## config.mk

```make
export PLATFORM = sky130hd
export DESIGN_NAME = ece385_mag_cmp_seq
export DESIGN_NICKNAME = d
export VERILOG_FILES = /design/src/rtl/ece385_cmp_pkg.sv /design/src/rtl/ece385_cmp_slice.sv /design/src/rtl/ece385_mag_cmp_seq.sv
export SDC_FILE = /design/constraint.sdc
export NUM_CORES = 1
export LEC_CHECK = 0
export BUFFER_PORTS_ARGS = -buffer_cell sky130_fd_sc_hd__buf_4
export CAP_MARGIN = 10
export CORE_UTILIZATION = 45
export DETAILED_ROUTE_END_ITERATION = 7
export MAX_ROUTING_LAYER = met4
export PLACE_DENSITY_LB_ADDON = 0.3
export SKIP_LAST_GASP = 1
export SLEW_MARGIN = 10
export SYNTH_ARGS = -nofsm -noshare
export SYNTH_HDL_FRONTEND = slang
export SYNTH_HIERARCHICAL = 1
export SYNTH_SLANG_ARGS = --single-unit
```

## constraint.sdc

```tcl
create_clock -name Clk -period 3.2 [get_ports Clk]
set_input_delay 0.64 -clock Clk [delete_from_list [all_inputs] [get_ports Clk]]
set_output_delay 0.64 -clock Clk [all_outputs]
set_load 0.03 [all_outputs]
```

## src/rtl/ece385_cmp_pkg.sv

```systemverilog
// ece385_cmp_pkg: shared types and cascade-resolution helper for the sequential magnitude comparator
package ece385_cmp_pkg;
  typedef enum logic [1:0] {IDLE, SCAN, DONE} cmp_state_t;
  typedef enum logic [1:0] {CMP_EQ, CMP_GT, CMP_LT} cmp_res_t;
  // Returns {gt, eq, lt}; eq_in=0 follows the 7485 rule, so all-zero inputs yield gt=lt=1
  function automatic logic [2:0] resolve_cascade(input logic eq_in, input logic lt_in, input logic gt_in);
    return eq_in ? 3'b010 : {~lt_in, 1'b0, ~gt_in};
  endfunction
endpackage

```

## src/rtl/ece385_cmp_slice.sv

```systemverilog
// ece385_cmp_slice: combinational SLICE-bit compare (a, b, inv_msb -> res); inv_msb flips both MSBs for signed top slices
module ece385_cmp_slice
  import ece385_cmp_pkg::*;
#(
  parameter int SLICE = 4
) (
  input  logic [SLICE-1:0] a,
  input  logic [SLICE-1:0] b,
  input  logic             inv_msb,
  output cmp_res_t         res
);
  logic [SLICE-1:0] flip, a_f, b_f;
  assign flip = SLICE'(inv_msb) << (SLICE - 1);
  assign a_f  = a ^ flip;
  assign b_f  = b ^ flip;
  assign res  = a_f > b_f ? CMP_GT : a_f < b_f ? CMP_LT : CMP_EQ;
endmodule

```

## src/rtl/ece385_mag_cmp_seq.sv

```systemverilog
// ece385_mag_cmp_seq: MSB-first multi-cycle magnitude comparator; Clk/Reset, Start/Ready in, Is_Signed, A, B, cascade ins; Done pulse and registered gt/eq/lt outs
module ece385_mag_cmp_seq
  import ece385_cmp_pkg::*;
#(
  parameter int WIDTH      = 16,
  parameter int SLICE      = 4,
  parameter int EARLY_EXIT = 1
) (
  input  logic             Clk,
  input  logic             Reset,
  input  logic             Start,
  output logic             Ready,
  input  logic             Is_Signed,
  input  logic [WIDTH-1:0] A,
  input  logic [WIDTH-1:0] B,
  input  logic             A_lt_B_in,
  input  logic             A_eq_B_in,
  input  logic             A_gt_B_in,
  output logic             Done,
  output logic             A_gt_B_out,
  output logic             A_eq_B_out,
  output logic             A_lt_B_out
);
  localparam int NSLICE = WIDTH / SLICE;
  localparam int IW = NSLICE > 1 ? $clog2(NSLICE) : 1;
  localparam logic [IW-1:0] LAST = IW'(NSLICE - 1);
  cmp_state_t state, state_n;
  cmp_res_t dec, slice_res, cur;
  logic [WIDTH-1:0] a_q, b_q;
  logic [IW-1:0] idx;
  logic sgn_q, lt_in_q, eq_in_q, gt_in_q, gt_q, eq_q, lt_q, accept, fin;
  ece385_cmp_slice #(.SLICE(SLICE)) u_slice (
    .a      (a_q[idx*SLICE +: SLICE]),
    .b      (b_q[idx*SLICE +: SLICE]),
    .inv_msb(sgn_q && idx == LAST),
    .res    (slice_res)
  );
  assign accept = Start && state == IDLE;
  // The first unequal slice wins; later slices are only scanned when early exit is off
  assign cur = dec != CMP_EQ ? dec : slice_res;
  assign fin = state == SCAN && ((EARLY_EXIT != 0 && cur != CMP_EQ) || idx == '0);
  always_ff @(posedge Clk or posedge Reset)
    if (Reset) state <= IDLE;
    else state <= state_n;
  always_comb begin
    state_n = state;
    state_n = accept ? SCAN : fin ? DONE : state == DONE ? IDLE : state;
  end
  always_ff @(posedge Clk or posedge Reset)
    if (Reset) begin
      {a_q, b_q} <= '0;
      {sgn_q, lt_in_q, eq_in_q, gt_in_q} <= '0;
      {gt_q, eq_q, lt_q} <= '0;
      idx <= LAST;
      dec <= CMP_EQ;
    end else if (accept) begin
      {a_q, b_q} <= {A, B};
      {sgn_q, lt_in_q, eq_in_q, gt_in_q} <= {Is_Signed, A_lt_B_in, A_eq_B_in, A_gt_B_in};
      {gt_q, eq_q, lt_q} <= '0;
      idx <= LAST;
      dec <= CMP_EQ;
    end else if (state == SCAN) begin
      dec <= cur;
      if (!fin) idx <= idx - 1'b1;
      if (fin) {gt_q, eq_q, lt_q} <= cur == CMP_GT ? 3'b100 : cur == CMP_LT ? 3'b001 :
                                     resolve_cascade(eq_in_q, lt_in_q, gt_in_q);
    end
  assign Ready      = state == IDLE;
  assign Done       = state == DONE;
  assign A_gt_B_out = gt_q;
  assign A_eq_B_out = eq_q;
  assign A_lt_B_out = lt_q;
endmodule
```

* After elaboration in Yosys (flattened, before gate mapping)
Cells that the tools add are included.
Operators by class: add/sub/neg operators 1, $lt $le $gt $ge 2, equal/unequal tests 6, shift operators 2, muxes and demuxes 23, bitwise logic cells 4, reduce and logical (&&, ||, !) cells 13
Operators by type and width (number):
- $shiftx A16 B5 Y4 | 2
- $mux W2 | 11
- $mux W1 | 9
- $mux W3 | 3
- $reduce_bool A2 Y1 | 4
- $xor A4 B4 Y4 | 2
- $eq A2 B2 Y1 const B | 3
- $eq A2 B1 Y1 const B | 2
- $gt A4 B4 Y1 | 1
- $logic_not A2 Y1 | 2
- $lt A4 B4 Y1 | 1
- $reduce_and A2 Y1 | 2
- $logic_and A1 B1 Y1 | 3
- $reduce_bool A3 Y1 | 1
- $ne A2 B2 Y1 const B | 1
- $not A1 Y1 | 2
- $sub A2 B1 Y2 const B | 1
- $logic_or A1 B1 Y1 | 1
Storage, ports and cells: flip-flop bits (word level) 45, bits of input ports 39, output and inout port bits 5, word-level logic and storage cells 63

* Depth between registers and ports, before layout
Gate-level depths: netlist (run 1).
word-level depth 13, mapped depth 11, mapped depth without buffers 11

* Modules after synthesis
The synthesis (run 1) kept the hierarchy.
By module, submodules not included:
- ece385_mag_cmp_seq | instances 1, cells each 145, area an instance 2055.7 um^2, sequential area each 1128.6 um^2
- ece385_cmp_slice | instances 1, cells each 16, area an instance 127.6 um^2, sequential area each 0.0 um^2

* Worst setup path before layout (run 1)
No wires, ideal clock.
path type reg-to-reg, from reg idx[0], to reg lt_q, in the netlist A_lt_B_out, library setup time 0.123 ns, arrival time 2.948 ns, required time 3.077 ns, path slack 0.129 ns, cell stages (with the launch flop) 12, path buffers 1, period minus slack after synthesis 3.071 ns, cells stage by stage dfstp_2 -> buf_4 -> mux4_2 -> xor2_1 -> ha_1 -> nand2_1 -> o21bai_1 -> and2_1 -> or4_4 -> o21ai_4 -> or3_1 -> a21oi_1
Between the ends: cells in the longest elaborated chain, start to end 13, elaborated cells between the ends (all ways) 24, those cells by class 2 x order compare; 3 x eq/ne; 2 x shift; 8 x mux; 2 x bitwise; 7 x reduce/logical
RTL lines:
- start, declared | RTL line ece385_mag_cmp_seq.sv:30 | logic [IW-1:0] idx;
- start signal, assigned | RTL line ece385_mag_cmp_seq.sv:64 | if (!fin) idx <= idx - 1'b1;
- branches (longest 5 deep; another with $lt A4 B4 Y1)
- $mux W2 * | RTL line ece385_cmp_slice.sv:16 | assign res = a_f > b_f ? CMP_GT : a_f < b_f ? CMP_LT : CMP_EQ;
- via slice_res[1] | RTL line ece385_mag_cmp_seq.sv:28 | cmp_res_t dec, slice_res, cur;
- $mux W2 * | RTL line ece385_mag_cmp_seq.sv:40 | assign cur = dec != CMP_EQ ? dec : slice_res;
- $eq A2 B2 Y1 | RTL line ece385_mag_cmp_seq.sv:65 | if (fin) {gt_q, eq_q, lt_q} <= cur == CMP_GT ? 3'b100 : cur == CMP_LT ? 3'b001 :
- $mux W3 (2 in a row) | RTL line ece385_mag_cmp_seq.sv:65
- $mux W1 | RTL line ece385_mag_cmp_seq.sv:65
- $mux W1 | RTL line ece385_mag_cmp_seq.sv:62 | end else if (state == SCAN) begin
- $mux W1 | RTL line ece385_mag_cmp_seq.sv:56 | end else if (accept) begin
- end signal, assigned | RTL line ece385_mag_cmp_seq.sv:65
- end, declared | RTL line ece385_mag_cmp_seq.sv:31 | logic sgn_q, lt_in_q, eq_in_q, gt_in_q, gt_q, eq_q, lt_q, accept, fin;
Mark *: on every way through the listed nets, which the timed path passes. The select of a mux whose other input is x is not followed. A chain may end at the register's enable or synchronous reset.

* Worst setup path after layout (run 1)
Ends and elaborated chain as after synthesis.

==> impl_results.md, run 1 <==
* Buf+Inv Stages, Crit Path at 0
* Drt first pass iters at 4
* Yosys cell types at 35
* Hold Path Class: primary input to async pin
* Initial drt markers at 49
* Final nets at 259
* Stages on worst setup path at 10
* CTS tree: done
* Largest net degree at the start of global routing at 26
* Avg Synthesized Cell Area at 13.6 um2
* Final Skew at 0.00604 ns
* Area share of the largest cell type after synthesis at 49.3%
* CP Launch Point: idx[0]
* Post-Syn Nets at 206
* Critical path class: flip-flop to flip-flop
* Final wirelength at 4360 um
* Layout cells sized above 1 at 52.6%
* Sequential power share at 31.6%
* Slew Viols, Final at 0
* Synth top area cells: dfrtp_1 49%, mux2_2 18%, mux4_2 8.3%, ha_1 3.4%, dfstp_2 2.4%
* R2r startpoint: idx[0]
* Internal power at 0.00216 W
* Comb pwr share at 57.9%
* Worst-Margin Slew at 0.761 ns
* Vias/cell at 5.44
* Cell Rows at 24
* Critical Path RT at 3.36 ns
* Syn Inst Count at 161
* Overall die width at 71.7 um
* Tot Pwr at 0.00341 W
* RePlAce Congestion at 0.833
* Relative slew slack at 49.0%
* Routed len/inst at 16.3 um
* Routed via count at 1453
* Post-synth top area cell: dfrtp_1
* Post-route minimum period at 3.13 ns
* FMAX at 0.319 GHz
* Sequential-to-total area share from yosys stat at 51.7%
* Area Overhead vs Synth at 25.3%
* First-pass GRT wire length at 7210 um
* Clock sink count at 45
* CP max-delay cell: dfstp_2
* Final Cell Area at 0.00274 mm2
* Clock-pin slew on the worst setup and hold paths at 0.08 ns
* Gr usage total at 19.3%
* Number of diodes at 0
* Worst EP arrival at 3.29 ns
* Critical Path Source Type: flip-flop
* Drt drc at 0
* Final Hold Vio Count at 0
* Port Buffers at 43
* Initial antenna violation count at 0
* Crit-path cells: mux4_2, xor2_1, ha_1, nand2_1, o21bai_4, and2_4, or4_4, o21ai_4, or3_1, a21oi_1
* Crit-path leading delay family: simple AND/OR/NAND/NOR gates
* Total CTS buffers at 5
* CTS Hold Bufs at 0
* Worst VDD drop at 549 uV
* Die Y at 71.7 um
* CTS Root Cell: clkbuf_8
* Vias in the first global route at 1547
* CP max FO at 7
* Reg2Reg Depth at 10
* Outcome: completed
* Critical Path End Type: flip-flop
* Core area at 0.00450 mm2
* #FFs+latches synth at 45
* CP Capture Point: A_lt_B_out
* P_leak at 1.25 nW
* IO Pins at 44
* Starting Density at 48.5%
* Crit share post-route at 97.9%
* Reg-to-Reg End: A_lt_B_out
* Post-layout util at 60.8%
* Max-Cap Viols at 0
* Netlist Area Pre-Place at 0.00218 mm2
* Post-DP Area at 0.00259 mm2
* FILL cells at 368
* Die area at 0.00513 mm2
* Worst-Skew Late Latency at 0.30 ns
* Endpoints failing setup at 0
* Clock buffer depth at 2
* FF-to-FF setup slack at 0.07 ns
* Hpwl dp at 3290 um
* P per Cell Area at 1250 mW/mm2
* Slowest stage delay, CP at 0.63 ns
* Clk pwr share at 10.5%
* Warnings, synthesis at 6
* Grt total ovfl at 0
* Sw Ratio at 36.7%
* Antenna-violating nets left at 0
* Htree depth at 2
* Psw at 0.00125 W
[worst reg2reg max path: cells and delay by family, from the launching register on]
| family | cells | cell delay, ns |
|---|---|---|
| XOR/XNOR | 1 | 0.18 |
| AO/OA/AOI/OAI | 3 | 0.48 |
| flip-flops | 1 | 0.63 |
| AND/OR/NAND/NOR | 4 | 0.87 |
| multiplexers | 1 | 0.53 |
| adder cells (fa/ha/maj) | 1 | 0.30 |
[power by group through the flow]
stage	Combinational, W	Clock [W]	Sequential (W)
3_3_place_gp	0.00168	0	0.00107
4_1_cts	0.00179	0.000364	0.00108
3_5_place_dp	0.00177	0	0.00110
6_report	0.00197	0.000359	0.00108
5_1_grt	0.00212	0.000390	0.00112
2_1_floorplan	0.00137	0	0.000990
[cells in the mapped netlist]
cell,instances
a211o_1,1
a211oi_1,1
a21oi_1,6
a2bb2oi_1,1
a31oi_1,2
and2_1,2
and2b_1,1
buf_2,6
buf_4,2
dfrtp_1,43
dfstp_2,2
ha_1,6
inv_1,9
mux2_1,1
mux2_2,34
mux4_2,8
nand2_1,7
nand2b_1,1
nand3b_1,2
nor2_1,5
nor2b_1,4
nor2b_4,1
nor3_1,2
nor3b_4,1
o211ai_1,1
o21a_1,1
o21ai_0,3
o21ai_4,1
o21bai_1,1
o31a_2,1
or2_2,1
or3_1,1
or4_4,1
xnor2_1,1
xor2_1,1
[area by class of cell]
class | instances | area [um2] | area share (%)
tap | 52 | 65.1 | 2.38
timing repair buffer | 54 | 422 | 15.4
clock buffer | 8 | 90.1 | 3.29
inverter | 9 | 33.8 | 1.23
multi-input combinational | 99 | 997 | 36.4
sequential | 45 | 1130 | 41.2
[layer usage]
layer	GRT usage [%]	routed length [um]
met2	32.5	2340
met1	22.5	1780
met5	-	0
met3	3.52	151
met4	8.50	88
[worst min-delay path by stage]
stage | cells after the start | to | startpoint
floorplan | 1 | gt_in_q | gt_in_q
detailed placement | 1 | sgn_q | sgn_q
finish | 2 | lt_in_q | Reset
CTS | 2 | sgn_q | Reset
global placement | 1 | gt_in_q | gt_in_q
global route | 2 | a_q[2] | Reset
[flip-flops by register name (all words and copies together) (netlist names)]
name	flops
state	2
A_lt_B_out	1
b_q	16
sgn_q	1
dec	2
lt_in_q	1
A_eq_B_out	1
a_q	16
gt_in_q	1
idx	2
A_gt_B_out	1
eq_in_q	1
[through the flow]
| step | TNS (ns) | std cells | hold WS [ns] | setup WS [ns] |
|---|---|---|---|---|
| floorplan | 0 | 161 | 0.459 | 0.129 |
| global placement | 0 | 254 | 0.472 | 0.146 |
| detailed placement | 0 | 254 | 0.489 | 0.0873 |
| CTS | 0 | 262 | 0.397 | 0.0491 |
| global route | -0.0375 | 267 | 0.428 | -0.0176 |
| finish | 0 | 267 | 0.381 | 0.0662 |
[kinds of logic after synthesis]
group,share of synthesized area (%)
AO/OA/AOI/OAI,6.02
XOR/XNOR,0.802
adder cells (fa/ha/maj),3.44
buffers and inverters,3.61
flip-flops,51.7
multiplexers,26.3
AND/OR/NAND/NOR,8.14
[what timing repair did]
item | 4_1_cts | 5_1_grt
gates resized for setup | 0 | 3
setup endpoints to repair | 0 | 5
setup buffers | 0 | 5
[layout by cell type, fill, tap and decap left out, drive strengths merged, types with 2 or more instances in the layout]
cell and count:
mux2 35, and2 2, ha 6, a21oi 6
nor2b 5, nor2 5, clkbuf 8, o21ai 4
nor3 2, nand2 7, a31oi 2, inv 8
dfrtp 43, nand3b 2, buf 54, mux4 8
dfstp 2
No activity file was read; power rests on OpenSTA's default activity.
==> run 2, diff against run 1 <==
--- a/config.mk
+++ b/config.mk
@@ -15,5 +15,4 @@
 export SLEW_MARGIN = 10
 export SYNTH_ARGS = -nofsm -noshare
 export SYNTH_HDL_FRONTEND = slang
-export SYNTH_HIERARCHICAL = 1
 export SYNTH_SLANG_ARGS = --single-unit
==> impl_results.md, run 2 <==
* Slowest stage delay, CP at 0.66 ns
* Clock sink count at 45
* Critical Path RT at 3.43 ns
* P per Cell Area at 991 mW/mm2
* Final nets at 317
* Hpwl dp at 3020 um
* CP max-delay cell: dfstp_2
* Final Skew at 0.00577 ns
* Netlist Area Pre-Place at 0.00213 mm2
* P_leak at 1.38 nW
* Internal power at 0.00155 W
* CTS tree: done
* Asr flop ratio synth at 100%
* Critical path class: flip-flop to flip-flop
* RSZ-0062 raised after global routing: false
* Number of diodes at 0
* Clk pwr share at 14.4%
* Postcts setup bufs at 0
* Most frequent cells in the layout: 115 x nand2_1, 47 x buf_4, 43 x dfrtp_1
* Avg Synthesized Cell Area at 9.34 um2
* Post-route minimum period at 2.90 ns
* Initial drt markers at 128
* #FFs+latches synth at 45
* Buf+Inv Stages, Crit Path at 1
* Clock buffer depth at 2
* Post-Syn Nets at 273
* Die Y at 70.8 um
* Crit-path leading delay family: simple AND/OR/NAND/NOR gates
* Commonest non-fill, non-tap cell in the layout: nand2_1
* Sw Ratio at 39.8%
* Psw at 0.00103 W
* Top post-synthesis cells by count: 115 x nand2_1, 43 x dfrtp_1, 8 x mux4_2
* Grt total ovfl at 0
* CTS Hold Bufs at 0
* Critical Path Source Type: flip-flop
* Crit share post-route at 90.5%
* GR Util met1 at 26.3%
* Layout cells sized above 1 at 24.9%
* Hold Path Class: primary input to async pin
* Worst VDD drop at 456 uV
* Comb pwr share at 46.6%
* Post-synth top area cell: dfrtp_1
* Port Buffers at 43
* Critical Path End Type: flip-flop
* CTS Root Cell: clkbuf_8
* Overall die width at 70.8 um
* Vias in the first global route at 1647
* Starting Density at 47.9%
* Total CTS buffers at 5
* RePlAce Congestion at 0.813
* Most common cell in the netlist: nand2_1
* Busiest grt layer: met2
* Resized Gates After CTS at 0
* Area share of the largest cell type after synthesis at 50.5%
* Sequential power share at 39.0%
* Relative slew slack at 49.4%
* FMAX at 0.345 GHz
* Synth top area cells: dfrtp_1 51%, nand2_1 20%, mux4_2 8.5%, ha_1 3.5%, dfstp_2 2.5%
* Worst-Margin Slew at 0.758 ns
* Gr usage total at 20.4%
* Outcome: completed
* Sequential-to-total area share from yosys stat at 53.0%
* Drt first pass iters at 6
* EDFF count, synth at 0
* Max-Cap Viols at 0
* Routed len/inst at 13.0 um
* Worst EP arrival at 3.13 ns
* Routed via count at 1626
* Yosys cell types at 33
* CP max FO at 7
* Endpoints failing setup at 0
* Antenna-violating nets left at 0
* Drt drc at 0
* Commonest register cell after synthesis: dfrtp_1
* Syn Inst Count at 228
* Met3 GRT Util at 4.70%
* Setup WS pre-CTS at 0.324 ns
* Final Hold Vio Count at 0
* Warnings, synthesis at 0
* Slew Viols, Final at 0
* First-pass GRT wire length at 7540 um
* Core area at 0.00444 mm2
* Htree depth at 2
* IO Pins at 44
* Area Overhead vs Synth at 22.3%
* Final wirelength at 4230 um
* Vias/cell at 5.00
* Worst-Skew Late Latency at 0.31 ns
* Initial antenna violation count at 0
* GR Layer Usage met2 at 30.3%
* Cell Rows at 24
* Clock-pin slew on the worst setup and hold paths at 0.08 ns
* Largest net degree at the start of global routing at 30
* Crit-path cells: buf_4, mux4_2, ha_1, and2b_1, or2_1, a31oi_2, or4_4, o21ai_1
* TNS Setup at 0 ns
* Final worst slack at 0.304 ns
* Die area at 0.00501 mm2
[run 2: final cells by class]
class,instances,area (um2)
well taps,52,65.1
clock inverters,2,13.8
repair buffers,47,353
multi-input cells,167,938
clock buffers,6,82.6
inverters,6,22.5
fillers,405,1840
flip-flops and latches,45,1130
[run 2: worst register-to-register path, stage by stage, from the launching register on]
cell and delay [ns]:
dfstp_2 0.66, buf_4 0.20, mux4_2 0.51, ha_1 0.33
and2b_1 0.16, or2_1 0.12, a31oi_2 0.14, or4_4 0.56
o21ai_1 0.15
[run 2: power by group through the flow]
| stage | clock network, W | registers (W) | logic (W) |
|---|---|---|---|
| detailed placement | 0 | 0.00101 | 0.00119 |
| global route | 0.000407 | 0.00105 | 0.00135 |
| finish | 0.000371 | 0.00101 | 0.00120 |
| floorplan | 0 | 0.000971 | 0.000927 |
| CTS | 0.000384 | 0.00101 | 0.00120 |
| global placement | 0 | 0.00101 | 0.00116 |
[run 2: layer usage]
layer  wire (um)  part of all wire, %
met1        2000                   47
met2        1910                   45
met3         196                  4.6
met4         125                  3.0
met5           0                    0
[run 2: worst paths after layout]
kind	slack, ns	cells past startpoint	end	start
setup / recovery	0.30	8	A_eq_B_out	idx[0]
hold / removal	0.36	2	a_q[12]	Reset
setup reg to reg	0.30	8	A_eq_B_out	idx[0]
hold reg to reg	0.47	2	b_q[13]	b_q[13]
max in group asynchronous	2.08	3	idx[0]	Reset
min in group Clk	0.47	2	b_q[13]	b_q[13]
[run 2: logic make-up (layout without fill, tap and decap cells)]
group | Yosys count | count (layout) | synth area share (%)
AOI/OAI and AO/OA | 13 | 13 | 4.70
xor gates and xnor gates | 3 | 3 | 1.23
adders and majority gates | 6 | 6 | 3.53
buffers and inverters | 16 | 61 | 2.94
DFF | 45 | 45 | 53.0
muxes | 8 | 8 | 8.46
and+or+nand+nor | 137 | 137 | 26.1
[run 2: metrics by stage]
stage / util (%) / hold slack, ns / area (um2) / power (W) / instances
3_3_place_gp: 56.4 / 0.454 / 2510 / 0.00218 / 317
4_1_cts: 58.6 / 0.371 / 2600 / 0.00260 / 325
5_1_grt: 58.6 / 0.393 / 2600 / 0.00281 / 325
6_report: 58.6 / 0.357 / 2600 / 0.00258 / 325
2_1_floorplan: - / 0.440 / 2130 / 0.00190 / 228
3_5_place_dp: 56.4 / 0.457 / 2510 / 0.00221 / 317
==> run 3, diff against run 2 <==
--- a/config.mk
+++ b/config.mk
@@ -9,7 +9,6 @@
 export CAP_MARGIN = 10
 export CORE_UTILIZATION = 45
 export DETAILED_ROUTE_END_ITERATION = 7
-export MAX_ROUTING_LAYER = met4
 export PLACE_DENSITY_LB_ADDON = 0.3
 export SKIP_LAST_GASP = 1
 export SLEW_MARGIN = 10
==> impl_results.md, run 3 (synthesized netlist as in run 2, its figures left out) <==
* Gr usage total at 19.8%
* First-pass GRT wire length at 7540 um
* Starting Density at 47.9%
* Final Skew at 0.00414 ns
* Post-layout util at 58.6%
* Post-route minimum period at 2.89 ns
* Slowest stage delay, CP at 0.66 ns
* Core area at 0.00444 mm2
* Routed via count at 1600
* Clock sink count at 45
* Reg2Reg Depth at 8
* FF-to-FF setup slack at 0.31 ns
* Post-DP Area at 0.00251 mm2
* Critical Path End Type: flip-flop
* Area Overhead vs Synth at 22.3%
* FILL cells at 405
* Slew Viols, Final at 0
* Resized Gates After CTS at 0
* Critical Path Source Type: flip-flop
* Sw Ratio at 39.7%
* Largest net degree at the start of global routing at 30
* Final worst slack at 0.305 ns
* Die area at 0.00501 mm2
* Worst-Skew Late Latency at 0.31 ns
* Hold Slack at 0.358 ns
* RePlAce Congestion at 0.801
* Relative slew slack at 49.6%
* Number of diodes at 0
* Internal power at 0.00155 W
* Drt first pass iters at 6
* Multi-input combinational cell area at 938 um2
* P per Cell Area at 990 mW/mm2
* Postcts setup bufs at 0
* CTS Root Cell: clkbuf_8
* Routed len/inst at 13.0 um
* Final nets at 317
* Vias/cell at 4.92
* CP max-delay cell: dfstp_2
* Crit share post-route at 90.5%
* Antenna-violating nets left at 0
* Worst-Margin Slew at 0.756 ns
* Endpoints failing setup at 0
* Crit-path cells: buf_4, mux4_2, ha_1, and2b_1, or2_1, a31oi_2, or4_4, o21ai_1
* Final Cell Area at 0.00260 mm2
* Worst VDD drop at 455 uV
* Cell Rows at 24
* Overall die width at 70.8 um
* Final Hold Vio Count at 0
* Clock buffer depth at 2
* Vias in the first global route at 1655
* Initial antenna violation count at 0
* CP max FO at 7
* TNS Setup at 0 ns
* Psw at 0.00102 W
* Initial drt markers at 125
* Clock-pin slew on the worst setup and hold paths at 0.08 ns
* Critical Path RT at 3.43 ns
* Grt total ovfl at 0
* Outcome: completed
* Max-Cap Viols at 0
* Reg-to-Reg End: A_eq_B_out
* Critical path class: flip-flop to flip-flop
* Buf+Inv Stages, Crit Path at 1
* Sequential power share at 39.1%
* Commonest non-fill, non-tap cell in the layout: nand2_1
* Hpwl dp at 3020 um
* Htree depth at 2
* CTS tree: done
* Most frequent cells in the layout: 115 x nand2_1, 47 x buf_4, 43 x dfrtp_1
* Setup WS pre-CTS at 0.324 ns
* FF/Latch Area at 0.00113 mm2
* FMAX at 0.345 GHz
* IO Pins at 44
* Worst EP arrival at 3.13 ns
* P_leak at 1.38 nW
* CTS Hold Bufs at 0
* R2r startpoint: idx[0]
* RSZ-0062 raised after global routing: false
* Layout cells sized above 1 at 24.9%
* Final wirelength at 4230 um
* Drt drc at 0
* Comb pwr share at 46.5%
* Hold Path Class: primary input to async pin
* Die Y at 70.8 um
* Clk pwr share at 14.4%
* Port Buffers at 43
* Total CTS buffers at 5
* Crit-path leading delay family: simple AND/OR/NAND/NOR gates
run 3: metrics by stage:
stage               power [W]  std cells
floorplan             0.00190        228
detailed placement    0.00221        317
CTS                   0.00260        325
global placement      0.00218        317
finish                0.00258        325
global route          0.00281        325
run 3: cell type report:
cell class,count,area share [%]
tap,52,2.50
timing repair buffer,47,13.6
multi-input combinational,167,36.0
inverter,6,0.865
clock buffer,6,3.17
clock inverter,2,0.529
sequential,45,43.3
run 3: worst max-delay path by stage:
| stage | startpoint | endpoint | slack, ns | depth (start not counted) |
|---|---|---|---|---|
| 3_5_place_dp | idx[0] | A_eq_B_out | 0.32 | 8 |
| 3_3_place_gp | idx[0] | A_gt_B_out | 0.40 | 8 |
| 6_report | idx[0] | A_eq_B_out | 0.31 | 8 |
| 4_1_cts | idx[0] | A_eq_B_out | 0.29 | 8 |
| 5_1_grt | idx[0] | A_eq_B_out | 0.15 | 8 |
| 2_1_floorplan | idx[0] | A_lt_B_out | 0.34 | 9 |
run 3: metal layers:
metal / up-vias / track usage, % / wire length [um] / part of all wire [%]
li1: 821 / - / - / -
met1: 727 / 26.4 / 2010 / 48
met2: 40 / 30.2 / 1900 / 45
met3: 12 / 4.70 / 180 / 4.3
met4: 0 / 10.7 / 136 / 3.2
met5: - / 0 / 0 / 0
run 3: power groups by stage:
stage	combinational, W	clock [W]	sequential (W)
global placement	0.00116	0	0.00101
CTS	0.00120	0.000384	0.00101
floorplan	0.000927	0	0.000971
finish	0.00120	0.000372	0.00101
detailed placement	0.00119	0	0.00101
global route	0.00135	0.000407	0.00105
